### src/rtl/mem_store_unit_pkg.sv
// Shared CPU datapath package: width defaults (common with the MDR) and the
// store-unit state encoding.
package mem_store_unit_pkg;

    localparam int CPU_DATA_W = 15;
    localparam int CPU_BYTE_W = 8;
    localparam int CPU_ADDR_W = 8;

    typedef enum logic [1:0] {
        ST_IDLE  = 2'd0,
        ST_WRITE = 2'd1,
        ST_DONE  = 2'd2
    } state_t;

    // Number of memory bytes needed to carry one datapath word.
    function automatic int bytes_per_word(input int data_w, input int byte_w);
        return (data_w + byte_w - 1) / byte_w;
    endfunction

endpackage

### src/rtl/mem_store_unit_byte_splitter.sv
// Combinational word-to-byte select: returns byte i_sel of a byte-aligned word,
// or zero when i_sel is past the last byte.
module mem_store_unit_byte_splitter #(
    parameter int BYTE_W = 8,
    parameter int NBYTES = 2,
    parameter int SEL_W  = 2
) (
    input  logic [NBYTES*BYTE_W-1:0] i_word,
    input  logic [SEL_W-1:0]         i_sel,
    output logic [BYTE_W-1:0]        o_byte
);

    logic [BYTE_W-1:0] w_bytes [NBYTES];

    genvar gi;
    generate
        for (gi = 0; gi < NBYTES; gi++) begin : g_byte
            assign w_bytes[gi] = i_word[gi*BYTE_W +: BYTE_W];
        end
    endgenerate

    always_comb begin
        o_byte = '0;
        for (int k = 0; k < NBYTES; k++) begin
            if (i_sel == SEL_W'(k)) begin
                o_byte = w_bytes[k];
            end
        end
    end

endmodule

### src/rtl/mem_store_unit.sv
// Memory store unit: writes one datapath word to byte-wide memory as
// consecutive bytes, low byte first, honouring memory wait states.
module mem_store_unit
    import mem_store_unit_pkg::*;
#(
    parameter int DATA_W = CPU_DATA_W,
    parameter int BYTE_W = CPU_BYTE_W,
    parameter int ADDR_W = CPU_ADDR_W
) (
    input  logic              clk,
    input  logic              rst,
    input  logic              start,
    input  logic [DATA_W-1:0] data_in,
    input  logic [ADDR_W-1:0] addr_in,
    input  logic              mem_rdy,
    output logic [ADDR_W-1:0] mem_addr,
    output logic [BYTE_W-1:0] mem_data,
    output logic              mem_we,
    output logic              busy,
    output logic              done
);

    localparam int NBYTES = bytes_per_word(DATA_W, BYTE_W);
    localparam int CNT_W  = $clog2(NBYTES) + 1;
    localparam int WORD_W = NBYTES * BYTE_W;
    localparam logic [CNT_W-1:0] LAST_IDX = CNT_W'(NBYTES - 1);

    state_t              r_state, w_state_next;
    logic [WORD_W-1:0]   r_word, w_word_next;
    logic [CNT_W-1:0]    r_count, w_count_next;
    logic [ADDR_W-1:0]   r_mem_addr, w_mem_addr_next;
    logic [BYTE_W-1:0]   r_mem_data, w_mem_data_next;
    logic                r_mem_we, w_mem_we_next;
    logic                r_busy, w_busy_next;
    logic                r_done, w_done_next;

    logic                w_accept;
    logic                w_advance;
    logic                w_last;
    logic [WORD_W-1:0]   w_data_ext;
    logic [WORD_W-1:0]   w_sel_word;
    logic [CNT_W-1:0]    w_sel_idx;
    logic [BYTE_W-1:0]   w_sel_byte;

    assign w_accept   = (r_state == ST_IDLE) && start;
    assign w_advance  = (r_state == ST_WRITE) && mem_rdy;
    assign w_last     = (r_count == LAST_IDX);
    assign w_data_ext = WORD_W'(data_in);

    // On accept the first byte comes straight from data_in; afterwards the
    // next byte is taken from the captured word one position ahead of count.
    assign w_sel_word = w_accept ? w_data_ext : r_word;
    assign w_sel_idx  = w_accept ? '0 : (r_count + CNT_W'(1));

    mem_store_unit_byte_splitter #(
        .BYTE_W (BYTE_W),
        .NBYTES (NBYTES),
        .SEL_W  (CNT_W)
    ) u_byte_splitter (
        .i_word (w_sel_word),
        .i_sel  (w_sel_idx),
        .o_byte (w_sel_byte)
    );

    always_ff @(posedge clk) begin
        if (rst) begin
            r_state    <= ST_IDLE;
            r_word     <= '0;
            r_count    <= '0;
            r_mem_addr <= '0;
            r_mem_data <= '0;
            r_mem_we   <= 1'b0;
            r_busy     <= 1'b0;
            r_done     <= 1'b0;
        end else begin
            r_state    <= w_state_next;
            r_word     <= w_word_next;
            r_count    <= w_count_next;
            r_mem_addr <= w_mem_addr_next;
            r_mem_data <= w_mem_data_next;
            r_mem_we   <= w_mem_we_next;
            r_busy     <= w_busy_next;
            r_done     <= w_done_next;
        end
    end

    always_comb begin
        w_state_next = r_state;
        case (r_state)
            ST_IDLE:  if (start) w_state_next = ST_WRITE;
            ST_WRITE: if (mem_rdy && w_last) w_state_next = ST_DONE;
            ST_DONE:  w_state_next = ST_IDLE;
            default:  w_state_next = ST_IDLE;
        endcase
    end

    // Next values of the registered outputs and transfer bookkeeping.
    always_comb begin
        w_word_next     = r_word;
        w_count_next    = r_count;
        w_mem_addr_next = r_mem_addr;
        w_mem_data_next = r_mem_data;
        w_mem_we_next   = r_mem_we;
        w_busy_next     = r_busy;
        w_done_next     = 1'b0;
        if (w_accept) begin
            w_word_next     = w_data_ext;
            w_count_next    = '0;
            w_mem_addr_next = addr_in;
            w_mem_data_next = w_sel_byte;
            w_mem_we_next   = 1'b1;
            w_busy_next     = 1'b1;
        end else if (w_advance) begin
            if (w_last) begin
                w_mem_we_next = 1'b0;
                w_busy_next   = 1'b0;
                w_done_next   = 1'b1;
            end else begin
                w_count_next    = r_count + CNT_W'(1);
                w_mem_addr_next = r_mem_addr + ADDR_W'(1);
                w_mem_data_next = w_sel_byte;
            end
        end
    end

    assign mem_addr = r_mem_addr;
    assign mem_data = r_mem_data;
    assign mem_we   = r_mem_we;
    assign busy     = r_busy;
    assign done     = r_done;

endmodule
### config.mk
export PLATFORM = sky130hd
export DESIGN_NAME = mem_store_unit
export DESIGN_NICKNAME = d
export VERILOG_FILES = /design/src/rtl/mem_store_unit_pkg.sv /design/src/rtl/mem_store_unit_byte_splitter.sv /design/src/rtl/mem_store_unit.sv
export SDC_FILE = /design/constraint.sdc
export NUM_CORES = 1
export LEC_CHECK = 0
export CAP_MARGIN = 20
export CORE_AREA = 2 2 78 80
export DETAILED_ROUTE_END_ITERATION = 10
export DIE_AREA = 0 0 80 82
export GPL_TIMING_DRIVEN = 0
export PLACE_DENSITY = 0.62
export SKIP_CTS_REPAIR_TIMING = 1
export SLEW_MARGIN = 20
export SYNTH_ARGS = -nofsm -noshare
export SYNTH_HDL_FRONTEND = slang
export SYNTH_SLANG_ARGS = --single-unit
### constraint.sdc
create_clock -name clk -period 2.15 [get_ports clk]
set_clock_uncertainty 0.1 [all_clocks]
set_input_delay 0.215 -clock clk [delete_from_list [all_inputs] [get_ports clk]]
set_output_delay 0.215 -clock clk [all_outputs]
set_load 0.01 [all_outputs]
==> impl_metrics.yaml <==
run_status:
  status: "complete, no violations"
layout:
  mostFrequentLayoutCells: "45 x sky130_fd_sc_hd__clkdlybuf4s50_1, 41 x sky130_fd_sc_hd__nand2_1, 38 x sky130_fd_sc_hd__dfxtp_1"
  insertedDiodeCount: 0
  layout.nets: 272
  drive_gt1_share_pct: 10.25
  area_growth_syn_to_layout_pct: 38.81
  layout.cells.most_common: "sky130_fd_sc_hd__clkdlybuf4s50_1"
route:
  totalWireLength_um: 4202
  wire_per_inst_um: 13.17
  drt_iter0_drc: 54
  via_count: 1507
  post-route-drc-count: 0
  drt_first_pass_iters: 4
  route.detailed.vias_per_inst: 4.724
  final_antenna_net_count: 0
clock_tree:
  cts.sink_count: 38
  clock_tree_from_tritoncts: "built"
  clock_insertion_delay_worst_skew_ns: 0.29
  cts_root_buffer: "sky130_fd_sc_hd__clkbuf_8"
  cts.htree.levels: 2
  clk_transition_reported_paths_ns: 0.08
  cts.path.max_buffers: 2
  cts_buffers: 5
grt:
  grt_max_degree: 13
  grt_pass1_wl_um: 6900
  first_global_vias: 1442
  grt_use_total_pct: 13.68
  grt_overflow_total: 0
  grt_antenna_before_repair: 0
job:
  max_cap_viol_count: 0
place:
  dp_worst_setup_slack_ns: -0.02426
  gpl.final_weighted_congestion: 0.7511
  dp.final_hpwl_um: 2928
  io_buffers: 45
yosys:
  ys_dominant_reg_cell: "sky130_fd_sc_hd__dfxtp_1"
  synth_enable_flop_cells: 0
  ys_async_sr_fraction_pct: 0
  synth_seq_cells: 38
  syn_area_cell_um2: 8.693
  syn_area_mm2: 0.001660
  yosys_warnings: 0
  postSynthNetCount: 220
  yosysSeqAreaShare_pct: 45.82
  cell_variety_after_synth: 40
  synthCells: 191
sta:
  setup_viol: 0
  final.setup.worst_slack_ns: 0.2853
  report.final.slew_viol_count: 0
  layout_min_cycle_time_ns: 1.865
  rsz0062_at_grt: "no"
  final-hold-violation-count: 0
  hold_slack_ns: 0.3582
  worst_slew_margin_rel_pct: 60.34
  worst_slew_pin_slew_ns: 0.5949
  fmax_mhz: 536.3
  period_share_pct: 86.73
worst_hold_path:
  min_path_type: "reg2reg"
floorplan:
  dieWidth_um: 80
  fp.dieH_um: 82
  io_pins: 46
  fp.dieArea_mm2: 0.006560
  num_rows: 28
  std_cell_core_area_mm2: 0.005746
  starting_density_of_the_core_pct: 28.90
pwr:
  worst_ir_drop_vdd_v: 0.0002703
  static-leakage-power_uw: 0.0008232
  power_density_of_the_placed_cells_mw_per_mm2: 710.4
setup_path:
  path_max_fanout: 10
  timing.critical_path.arrival_ns: 1.97
  endpoint_kind_of_the_worst_setup_timing_path: "flop"
  worst_setup_path_start_kind: "flop"
  critical_path_class: "reg2reg"
  worst_ep_required_time_ns: 2.25
-- layout make-up --
class,count,area (um2)
plain buffers,15,82.58
clock inverters,2,12.51
clock buffers,6,82.58
inverters,1,3.754
repair buffers,45,450.4
multi-input cells,137,818.3
flip-flops and latches,38,760.7
well taps,75,93.84
fillers,608,3441
-- metrics by stage --
step	total power [uW]	instances	setup TNS, ns	util [%]	area, um2
final	1637	319	0	40.11	2305
after global routing	1727	319	0	40.11	2305
after CTS	1655	319	0	40.03	2300
after detailed placement	1141	311	-0.05718	38.37	2205
after global placement	1136	311	0	38.37	2205
after floorplan	975.2	191	0	-	1660
-- report_power, final --
group / switching, uW / total (uW) / leakage [uW] / internal (uW)
sequential: 42.4 / 798 / 0.000313 / 756
clock: 258 / 516 / 0.0000472 / 258
combinational: 152 / 323 / 0.000463 / 171
-- sequential cells by signal, indices dropped and copies added, names as in the netlist --
register,flops
r_word,16
mem_addr,8
mem_data,8
r_count,2
r_state,2
busy,1
done,1
-- worst max-delay path, cell delays in order, from the launching register on --
cell and delay [ns]:
sky130_fd_sc_hd__dfxtp_1 0.37, sky130_fd_sc_hd__ha_1 0.25, sky130_fd_sc_hd__nand3b_1 0.20, sky130_fd_sc_hd__a21oi_2 0.52, sky130_fd_sc_hd__nor2_1 0.10, sky130_fd_sc_hd__a311oi_1 0.24
-- synthesized netlist by cell type, types with 2 or more instances --
| cell | count | share of area, % |
|---|---|---|
| sky130_fd_sc_hd__nand2_1 | 41 | 9.3 |
| sky130_fd_sc_hd__dfxtp_1 | 38 | 46 |
| sky130_fd_sc_hd__a21oi_1 | 20 | 6.0 |
| sky130_fd_sc_hd__nor2_1 | 9 | 2.0 |
| sky130_fd_sc_hd__clkbuf_1 | 8 | 1.8 |
| sky130_fd_sc_hd__o21bai_1 | 8 | 3.6 |
| sky130_fd_sc_hd__a211oi_1 | 7 | 3.2 |
| sky130_fd_sc_hd__a31oi_1 | 7 | 2.6 |
| sky130_fd_sc_hd__a21oi_2 | 5 | 2.6 |
| sky130_fd_sc_hd__nand4_1 | 5 | 1.9 |
| sky130_fd_sc_hd__xor2_1 | 4 | 2.1 |
| sky130_fd_sc_hd__buf_2 | 3 | 0.90 |
| sky130_fd_sc_hd__buf_4 | 2 | 0.90 |
| sky130_fd_sc_hd__buf_6 | 2 | 1.4 |
| sky130_fd_sc_hd__ha_1 | 2 | 1.5 |
| sky130_fd_sc_hd__nand2b_1 | 2 | 0.75 |
| sky130_fd_sc_hd__nand3_1 | 2 | 0.60 |
| sky130_fd_sc_hd__nor3b_1 | 2 | 0.90 |
| sky130_fd_sc_hd__nor4b_1 | 2 | 1.1 |
| sky130_fd_sc_hd__xnor2_1 | 2 | 1.1 |
-- layer usage --
layer	routed length, um	part of all wire, %	global-route usage (%)	up-vias
met5	0	0	0	-
met4	51	1.2	4.068	0
met3	232	5.5	4.505	6
met2	1856	44	22.08	34
met1	2061	49	17.41	687
li1	-	-	-	780
-- kinds of logic (layout without fill, tap and decap cells) --
| group | after synthesis | after routing | share of synthesized area (%) |
|---|---|---|---|
| DFF | 38 | 38 | 45.82 |
| buffers and inverters | 16 | 69 | 5.199 |
| adders and majority gates | 2 | 2 | 1.507 |
| AOI/OAI and AO/OA | 55 | 55 | 21.78 |
| and+or+nand+nor | 72 | 72 | 21.25 |
| xor gates and xnor gates | 6 | 6 | 3.165 |
| muxes | 2 | 2 | 1.281 |
-- path summary, 6_finish.rpt --
kind	from	to	slack, ns	cells after the start
setup / recovery	r_count[0]	mem_data[4]	0.29	5
hold / removal	r_word[8]	r_word[8]	0.36	2
setup reg to reg	r_count[0]	mem_data[4]	0.29	5
hold reg to reg	r_word[8]	r_word[8]	0.36	2
(Power assumes the default switching activity.)
